--- config.mk ---
export PLATFORM = sky130hd
export DESIGN_NAME = pwm_die_monitor
export DESIGN_NICKNAME = d
export VERILOG_FILES = /design/src/rtl/pwm_die_monitor.sv
export SDC_FILE = /design/constraint.sdc
export NUM_CORES = 1
export LEC_CHECK = 0
export CAP_MARGIN = 20
export CORE_MARGIN = 10
export CORE_UTILIZATION = 50
export CTS_CLUSTER_SIZE = 24
export DETAILED_ROUTE_END_ITERATION = 10
export GPL_ROUTABILITY_DRIVEN = 0
export PLACE_DENSITY = 0.77
export SLEW_MARGIN = 20
export SYNTH_ARGS = -nofsm -noshare
export SYNTH_HDL_FRONTEND = slang
export SYNTH_SLANG_ARGS = --single-unit
--- constraint.sdc ---
create_clock -name io_clk -period 6.8 [get_ports io_clk]
set_input_delay 0.68 -clock io_clk [delete_from_list [all_inputs] [get_ports io_clk]]
set_output_delay 0.68 -clock io_clk [all_outputs]
set_load 0.02 [all_outputs]
--- src/rtl/pwm_die_monitor.sv ---
// pwm_die_monitor: measures complementary A/B pulse widths and dead times and flags sequence faults
module pwm_die_monitor #(
   parameter int _RAM_WIDTH  = 32,
   parameter int TIMEOUT     = 1000,
   parameter int SYNC_STAGES = 2
) (
   input  logic                  io_clk,
   input  logic                  io_rst,
   input  logic                  io_en,
   input  logic                  io_pulseIn_a,
   input  logic                  io_pulseIn_b,
   input  logic [_RAM_WIDTH-1:0] exp_pulse_period,
   input  logic [_RAM_WIDTH-1:0] exp_die_period,
   input  logic                  err_clr,
   output logic [_RAM_WIDTH-1:0] meas_pulse_a,
   output logic [_RAM_WIDTH-1:0] meas_pulse_b,
   output logic [_RAM_WIDTH-1:0] meas_die_ab,
   output logic [_RAM_WIDTH-1:0] meas_die_ba,
   output logic                  meas_valid,
   output logic [15:0]           meas_cnt,
   output logic                  mismatch,
   output logic                  err_overlap,
   output logic                  err_seq,
   output logic                  err_timeout,
   output logic                  busy
);
   localparam int W = _RAM_WIDTH;
   localparam logic [W-1:0] CNT_ONE = W'(1);
   localparam logic [W-1:0] CNT_TO  = W'(TIMEOUT);

   typedef enum logic [2:0] {IDLE, A_HIGH, DEAD_AB, B_HIGH, DEAD_BA} state_t;

   state_t state_q, state_d;
   logic [SYNC_STAGES-1:0] a_sync_q, a_sync_d, b_sync_q, b_sync_d;
   logic a_dly_q, b_dly_q;
   logic [W-1:0] cnt_q, cnt_d, pa_q, pa_d, dab_q, dab_d, pb_q, pb_d;
   logic [W-1:0] meas_pulse_a_q, meas_pulse_a_d, meas_pulse_b_q, meas_pulse_b_d;
   logic [W-1:0] meas_die_ab_q, meas_die_ab_d, meas_die_ba_q, meas_die_ba_d;
   logic meas_valid_q, meas_valid_d, mismatch_q, mismatch_d;
   logic [15:0] meas_cnt_q, meas_cnt_d;
   logic err_overlap_q, err_overlap_d, err_seq_q, err_seq_d, err_timeout_q, err_timeout_d;
   logic a_s, b_s, rise_a, fall_a, rise_b, fall_b;
   logic ov, sq, timeout_hit, publish;

   assign a_s    = a_sync_q[SYNC_STAGES-1];
   assign b_s    = b_sync_q[SYNC_STAGES-1];
   assign rise_a = a_s & ~a_dly_q;
   assign fall_a = ~a_s & a_dly_q;
   assign rise_b = b_s & ~b_dly_q;
   assign fall_b = ~b_s & b_dly_q;
   assign a_sync_d = {a_sync_q[SYNC_STAGES-2:0], io_pulseIn_a};
   assign b_sync_d = {b_sync_q[SYNC_STAGES-2:0], io_pulseIn_b};

   // All state, counters and synchroniser stages clear on the synchronous reset
   always_ff @(posedge io_clk) begin
      if (io_rst) begin
         state_q        <= IDLE;
         a_sync_q       <= '0;
         b_sync_q       <= '0;
         a_dly_q        <= 1'b0;
         b_dly_q        <= 1'b0;
         cnt_q          <= '0;
         pa_q           <= '0;
         dab_q          <= '0;
         pb_q           <= '0;
         meas_pulse_a_q <= '0;
         meas_pulse_b_q <= '0;
         meas_die_ab_q  <= '0;
         meas_die_ba_q  <= '0;
         meas_valid_q   <= 1'b0;
         meas_cnt_q     <= '0;
         mismatch_q     <= 1'b0;
         err_overlap_q  <= 1'b0;
         err_seq_q      <= 1'b0;
         err_timeout_q  <= 1'b0;
      end else begin
         state_q        <= state_d;
         a_sync_q       <= a_sync_d;
         b_sync_q       <= b_sync_d;
         a_dly_q        <= a_s;
         b_dly_q        <= b_s;
         cnt_q          <= cnt_d;
         pa_q           <= pa_d;
         dab_q          <= dab_d;
         pb_q           <= pb_d;
         meas_pulse_a_q <= meas_pulse_a_d;
         meas_pulse_b_q <= meas_pulse_b_d;
         meas_die_ab_q  <= meas_die_ab_d;
         meas_die_ba_q  <= meas_die_ba_d;
         meas_valid_q   <= meas_valid_d;
         meas_cnt_q     <= meas_cnt_d;
         mismatch_q     <= mismatch_d;
         err_overlap_q  <= err_overlap_d;
         err_seq_q      <= err_seq_d;
         err_timeout_q  <= err_timeout_d;
      end
   end

   // Edge sequencer: advances on the expected edge, latches the finished segment length, traps faults
   always_comb begin
      state_d     = state_q;
      cnt_d       = (&cnt_q) ? cnt_q : cnt_q + CNT_ONE;
      pa_d        = pa_q;
      dab_d       = dab_q;
      pb_d        = pb_q;
      ov          = 1'b0;
      sq          = 1'b0;
      timeout_hit = 1'b0;
      publish     = 1'b0;
      if (!io_en) begin
         state_d = IDLE;
         cnt_d   = '0;
      end else if (a_s && b_s) begin
         ov      = 1'b1;
         state_d = IDLE;
         cnt_d   = '0;
      end else begin
         case (state_q)
            IDLE:    if (rise_a) begin
                        state_d = A_HIGH;
                        cnt_d   = CNT_ONE;
                     end
            A_HIGH:  if (fall_a) begin
                        pa_d    = cnt_q;
                        state_d = DEAD_AB;
                        cnt_d   = CNT_ONE;
                     end
            DEAD_AB: if (rise_b) begin
                        dab_d   = cnt_q;
                        state_d = B_HIGH;
                        cnt_d   = CNT_ONE;
                     end else if (rise_a) sq = 1'b1;
            B_HIGH:  if (fall_b) begin
                        pb_d    = cnt_q;
                        state_d = DEAD_BA;
                        cnt_d   = CNT_ONE;
                     end
            DEAD_BA: if (rise_a) begin
                        publish = 1'b1;
                        state_d = A_HIGH;
                        cnt_d   = CNT_ONE;
                     end else if (rise_b) sq = 1'b1;
            default: state_d = IDLE;
         endcase
         if (sq) begin
            state_d = IDLE;
            cnt_d   = '0;
         end else if (state_q != IDLE && state_d == state_q && cnt_q >= CNT_TO) begin
            timeout_hit = 1'b1;
            state_d     = IDLE;
            cnt_d       = '0;
         end
      end
   end

   // Result registers: publish a completed cycle, keep sticky flags until cleared
   always_comb begin
      meas_valid_d   = publish;
      meas_pulse_a_d = publish ? pa_q : meas_pulse_a_q;
      meas_die_ab_d  = publish ? dab_q : meas_die_ab_q;
      meas_pulse_b_d = publish ? pb_q : meas_pulse_b_q;
      meas_die_ba_d  = publish ? cnt_q : meas_die_ba_q;
      meas_cnt_d     = meas_cnt_q + {15'd0, publish};
      mismatch_d     = publish ? ((pa_q != exp_pulse_period) | (pb_q != exp_pulse_period) |
                                  (dab_q != exp_die_period) | (cnt_q != exp_die_period)) : mismatch_q;
      err_overlap_d  = (err_overlap_q & ~err_clr) | ov;
      err_seq_d      = (err_seq_q & ~err_clr) | sq;
      err_timeout_d  = (err_timeout_q & ~err_clr) | timeout_hit;
   end

   // Status outputs
   always_comb begin
      busy         = state_q != IDLE;
      meas_pulse_a = meas_pulse_a_q;
      meas_pulse_b = meas_pulse_b_q;
      meas_die_ab  = meas_die_ab_q;
      meas_die_ba  = meas_die_ba_q;
      meas_valid   = meas_valid_q;
      meas_cnt     = meas_cnt_q;
      mismatch     = mismatch_q;
      err_overlap  = err_overlap_q;
      err_seq      = err_seq_q;
      err_timeout  = err_timeout_q;
   end
endmodule

==> results of run 1 <==
==> power by group through the flow <==
stage | Sequential, uW | Clock, uW | Combinational, uW
3_3_place_gp | 1720 | 0 | 120
5_1_grt | 1680 | 1780 | 131
4_1_cts | 1680 | 1700 | 122
6_report | 1680 | 1690 | 123
2_1_floorplan | 1720 | 0 | 56.6
3_5_place_dp | 1720 | 0 | 121
==> worst register-to-register path: cells and delay by family (launching register included) <==
kind                     cells  cell delay, ps
adder cells (fa/ha/maj)      1             320
buffers and inverters        1             740
flip-flops                   1             410
XOR/XNOR                     1             140
AND/OR/NAND/NOR              7            1790
==> logic make-up after synthesis <==
kind of cell	after synthesis	share of synthesized area, %
xor+xnor	129	9.379
flops	286	47.53
buf+inv	130	4.871
compound gates	266	12.01
simple gates	702	25.72
fa+ha+maj	4	0.4155
mux	1	0.08309
==> metrics by stage <==
step	power (uW)	hold WS, ps	area, um^2	worst slack [ps]	utilization [%]
2_1_floorplan	1772	413.8	12050	4209	-
3_3_place_gp	1839	419.2	14210	2802	60.19
3_5_place_dp	1840	426.4	14210	2757	60.19
4_1_cts	3505	440.5	15250	3151	64.58
5_1_grt	3591	472.5	15260	2862	64.65
6_report	3495	439.3	15260	3226	64.65
==> cells in the final DEF (no fill, tap or decap), types with 23 or more instances in the layout <==
cell	n
nand4_1	26
and3_1	23
nand2_1	470
nor2_1	62
dfxtp_1	286
xnor2_1	48
clkdlybuf4s50_1	218
nand3_1	23
a21oi_1	232
xor2_1	81
clkbuf_16	31
==> routing by layer <==
metal | track usage, % | wire (um)
met2 | 38.27 | 17950
met4 | 9.961 | 1424
met3 | 5.432 | 3721
met5 | 0 | 0
met1 | 31.78 | 16350
==> final cells by class <==
cell class                      count  area [um^2]
Fill cell                        2057         8348
Multi-Input combinational cell   1102         5758
Sequential cell                   286         5725
Timing Repair Buffer              230         2276
Clock buffer                       44        914.6
Tap cell                          319        399.1
Clock inverter                     12        122.6
Inverter                           14        53.80
Antenna cell                        6        15.01
==> registers in the layout, summed over array words and instances (netlist names), 16 cells and up <==
register      cells
cnt_q            32
meas_pulse_a     32
pb_q             32
meas_pulse_b     32
meas_die_ab      32
dab_q            32
pa_q             32
meas_cnt         16
meas_die_ba      32
==> final timing paths <==
kind,cells past startpoint,to,from,slack (ps)
worst max-delay path,10,meas_cnt[15],a_sync_q[1],3230
worst min-delay path,1,b_sync_q[1],b_sync_q[0],440
worst max register to register,10,meas_cnt[15],a_sync_q[1],3230
worst min register to register,1,b_sync_q[1],b_sync_q[0],440
==> summary.md, run 1 <==
| Metric | Value |
|---|---|
| Status | `finished, final reports clean` |
| Peak VDD IR | `0.1602 mV` |
| Avg Cell Area, Syn | `7.936 um^2` |
| Max Slew Vio Count | `0` |
| Hold crit path type | `reg2reg` |
| Initial Util | `51.02%` |
| DRC | `0` |
| Seq cells post-synth | `286` |
| Sink Count | `286` |
| Top post-synthesis cells by area | `dfxtp_1 (48%), nand2_1 (15%), a21oi_1 (9.6%)` |
| EDFF count, synth | `0` |
| Max-slew headroom | `28.76%` |
| Layout area overhead | `26.71%` |
| Crit Path Class | `reg2reg` |
| Total die area | `30,700 um^2` |
| Die H | `175.2 um` |
| P_leak | `0.005175 uW` |
| Slowest CP cell | `clkinv_2` |
| Clock root buffer | `clkbuf_16` |
| Drt first pass iters | `8` |
| Total routed wirelength | `39,450 um` |
| Max clock buf depth | `3` |
| Clk_lat worst skew | `560 ps` |
| Number of max-cap violations | `0` |
| Post-cts gate resize count | `0` |
| CP arrival | `3970 ps` |
| Sequential share of power | `48.1%` |
| Core Region | `23,610 um^2` |
| GRT Total Usage | `24.38%` |
| Crit path cell chain | `nand2b_1, nor3_2, nand3_4, clkinv_2, ha_1, and3_1, nand4_1, or3_1, xor2_1, nor2_1` |
| Worst path bufs/invs | `1` |
| Clock skew | `19.48 ps` |
| Req. time, crit path | `7200 ps` |
| Synth Cell Area | `12,050 um^2` |
| Unique masters post-synth | `58` |
| Top fanout value on the critical path | `59` |
| Setup TNS | `0 ps` |
| Most common cell in the netlist | `nand2_1` |
| CP peak stage delay | `740 ps` |
| Initial antenna violation count | `6` |
| Share of the synthesized area in the top cell type | `47.53%` |
| First-pass GRT wire length | `60,170 um` |
| Post-layout net count | `1,739` |
| Syn nets | `1,592` |
| HPWL after DPL | `27,380 um` |
| Post-layout min period | `3574 ps` |
| Synth area leader | `dfxtp_1` |
| Startpoint types | `flip-flop` |
| Pwr/cell area | `228.9 nW/um^2` |
| Num ports | `220` |
| Final worst-path cycle share | `52.56%` |
| Vias in the first global route | `10,535` |
| Clk pin slew, worst setup/hold paths | `60 ps` |
| Ys Warns | `0` |
| CP endpoint kind | `flip-flop` |
| Cts hold-fix bufs | `0` |
| Largest net degree at the start of global routing | `103` |
| Net Sw Power | `752.8 uW` |
| Port bufs | `219` |
| Grt ovf | `0` |
| RSZ-0062 raised after global routing | `no` |
| Non-filler cells, final | `2,013` |
| Top cells by count, synth | `nand2_1 (470), dfxtp_1 (286), a21oi_1 (232), xor2_1 (81), clkbuf_1 (70)` |
| Num CTS Buffers | `31` |
| Top FF cell, synth | `dfxtp_1` |
| Wire per inst | `19.60 um` |
| Clk pwr share | `48.3%` |
| Pint | `2742 uW` |
| Seq/Total Area, Yosys | `47.53%` |
| TritonCTS clock tree | `yes` |
| Fmax | `279.8 MHz` |
| Final hold vios | `0` |
| Fraction of layout cells with a size suffix above 1 | `4.917%` |
| Placed cell count | `1,951` |
| Crit-path leading delay family | `simple AND/OR/NAND/NOR gates` |
| Vias | `11,146` |
| Via density | `5.537` |
| Synth Instances | `1,518` |
| Total setup buffers inserted after CTS | `0` |
| Number of DRC markers in iteration 0 | `1,113` |
| H-tree depth | `1` |
| Setup violators final | `0` |
| FFs w/ async S/R, synth | `0%` |
| Logic pwr share | `3.5%` |
| ANT nets after route | `0` |
| Core Rows | `56` |
| Die W | `175.2 um` |
| Switching share of power | `21.54%` |
| Worst-Margin Slew | `1069 ps` |
Note: power is estimated with default switching activity, not from simulation.
==> run 2, diff against run 1 <==
==> constraint.sdc (replaced) <==
create_clock -name io_clk -period 3.6 [get_ports io_clk]
set_input_delay 0.36 -clock io_clk [delete_from_list [all_inputs] [get_ports io_clk]]
set_output_delay 0.36 -clock io_clk [all_outputs]
set_load 0.02 [all_outputs]
==> summary.md, run 2 (synthesis gave the netlist of run 1 again) <==
| Metric | Value |
|---|---|
| Max-slew headroom | `50.93% (+22 points)` |
| Crit-path leading delay family | `simple AND/OR/NAND/NOR gates` |
| Final hold vios | `0 (unchanged)` |
| Worst flop-to-flop path endpoint | `cnt_q[11]` |
| Crit Path Class | `reg2reg` |
| Post-layout instance area | `15,280 um^2 (about the same)` |
| Num ports | `220 (unchanged)` |
| Most common cell after layout, fill and taps aside | `nand2_1` |
| Worst-Margin Slew | `736.1 ps (-332.5 ps)` |
| Grt ovf | `0 (unchanged)` |
| Initial antenna violation count | `4 (-2)` |
| Post-layout net count | `1,746 (+0.40%)` |
| Total setup buffers inserted after CTS | `0 (unchanged)` |
| Drt first pass iters | `7 (-1)` |
| P_leak | `0.005186 uW (+0.21%)` |
| Fraction of layout cells with a size suffix above 1 | `4.784% (-0.13 points)` |
| Worst path bufs/invs | `0 (-1)` |
| Clock skew | `10.97 ps (-8.512 ps)` |
| Hold path cells | `2 (+1)` |
| CP arrival | `2870 ps (-1100 ps)` |
| Number of DRC markers in iteration 0 | `1,205 (+8.3%)` |
| Max Slew Vio Count | `0 (unchanged)` |
| Total of fill cells in the finished design | `2,043 (-0.68%)` |
| DRC | `0 (unchanged)` |
| Placed Area | `14,310 um^2 (+0.69%)` |
| Clk_lat worst skew | `550 ps (about the same)` |
| Via density | `5.569 (+0.59%)` |
| Post-layout min period | `2447 ps (-1127 ps)` |
| Number of max-cap violations | `0 (unchanged)` |
| Die W | `175.2 um (unchanged)` |
| Total routed wirelength | `39,970 um (+1.3%)` |
| Worst r2r src | `cnt_q[15]` |
| H-tree depth | `1 (unchanged)` |
| Pwr Total | `6436 uW (+84%)` |
| Fmax | `408.6 MHz (+46%)` |
| Die H | `175.2 um (unchanged)` |
| Hold Path Origin | `io_rst` |
| Core Rows | `56 (unchanged)` |
| Status | `finished, final reports clean` |
| Final worst-path cycle share | `67.98% (+15 points)` |
| CP peak stage delay | `690 ps (-50 ps)` |
| Clk pin slew, worst setup/hold paths | `60 ps (about the same)` |
| Crit path cell chain | `nand4_1, nor3_1, a31oi_1, and3_1, xnor2_1, nor2_1` |
| Pwr/cell area | `421.3 nW/um^2 (+84%)` |
| Setup TNS | `0 ps (unchanged)` |
| RSZ-0062 raised after global routing | `no` |
| Setup violators final | `0 (unchanged)` |
| Hold crit path type | `in2reg` |
| Slowest CP cell | `dfxtp_1` |
| Layout area overhead | `26.83% (about the same)` |
| Post-cts gate resize count | `0 (unchanged)` |
| Top fanout value on the critical path | `11 (-81%)` |
| Num CTS Buffers | `30 (-3.2%)` |
| Total die area | `30,700 um^2 (unchanged)` |
| Vias in the first global route | `10,792 (+2.4%)` |
| Clock root buffer | `clkbuf_16` |
| CP endpoint kind | `flip-flop` |
| Cts hold-fix bufs | `0 (unchanged)` |
| Hold path endpoint | `b_sync_q[0]` |
| Port bufs | `219 (unchanged)` |
| Req. time, crit path | `4020 ps (-3180 ps)` |
| Max clock buf depth | `3 (unchanged)` |
| Core Region | `23,610 um^2 (unchanged)` |
| GRT Total Usage | `24.88% (+0.50 points)` |
| Worst r2r path cells | `6 (-4)` |
| First-pass GRT wire length | `61,500 um (+2.2%)` |
| Non-filler cells, final | `2,016 (+0.15%)` |
| Peak VDD IR | `0.2927 mV (+83%)` |
| HPWL after DPL | `27,180 um (-0.72%)` |
| Placed cell count | `1,959 (+0.41%)` |
| R2R Setup Slk | `1150 ps (-2070 ps)` |
| Hold WS | `271.4 ps (-167.8 ps)` |
| Sink Count | `286 (unchanged)` |
| Most frequent cells in the layout | `nand2_1 (470), dfxtp_1 (286), a21oi_1 (232)` |
| Largest net degree at the start of global routing | `130 (+26%)` |
| ANT nets after route | `0 (unchanged)` |
| Initial Util | `51.02% (unchanged)` |
| TritonCTS clock tree | `yes` |
| Startpoint types | `flip-flop` |
| Vias | `11,228 (+0.74%)` |
| Wire per inst | `19.83 um (+1.2%)` |
run 2: cell types whose count changed in the layout (fill, tap and decap cells not counted), sizes merged:
cell      change
buf           +8
clkbuf        +5
clkinv        -4
diode         -2
inv           -2
bufinv        -1
clkinvlp      -1
run 2: layout make-up:
class | instances | area (um^2) | share of cell area (%)
antenna | 4 | 10.01 | 0.06551
clock inverter | 4 | 45.04 | 0.2948
inverter | 14 | 53.80 | 0.3521
sequential | 286 | 5725 | 37.47
timing repair buffer | 238 | 2374 | 15.54
multi-input combinational | 1102 | 5758 | 37.69
tap | 319 | 399.1 | 2.612
clock buffer | 49 | 913.4 | 5.978
run 2: how the worst max path moves through the flow:
stage	startpoint	endpoint	slack, ps	depth (start not counted)
3_5_place_dp	io_en	meas_cnt[15]	1070	10
3_3_place_gp	io_en	meas_cnt[15]	1080	10
2_1_floorplan	a_sync_q[1]	meas_cnt[15]	1100	12
6_report	cnt_q[15]	cnt_q[11]	1150	6
5_1_grt	cnt_q[0]	cnt_q[11]	990	7
4_1_cts	cnt_q[0]	cnt_q[26]	1190	7
run 2: report_power, final:
part,switching [uW],internal (uW),total [uW]
sequential,5.03,3170,3170
clock,1240,1780,3020
combinational,133,109,242
run 2: per-layer routing:
metal	vias up	GRT usage (%)	share of wire (%)
met1	5256	32.04	40
li1	5328	-	-
met3	92	6.402	11
met2	552	38.96	46
met4	0	10.07	3.7
met5	-	0	0
run 2: through the flow:
| step | util (%) | worst slack [ps] |
|---|---|---|
| 2_1_floorplan | - | 1104 |
| 4_1_cts | 64.66 | 1187 |
| 3_5_place_dp | 60.60 | 1068 |
| 5_1_grt | 64.70 | 994.1 |
| 3_3_place_gp | 60.60 | 1077 |
| 6_report | 64.70 | 1153 |
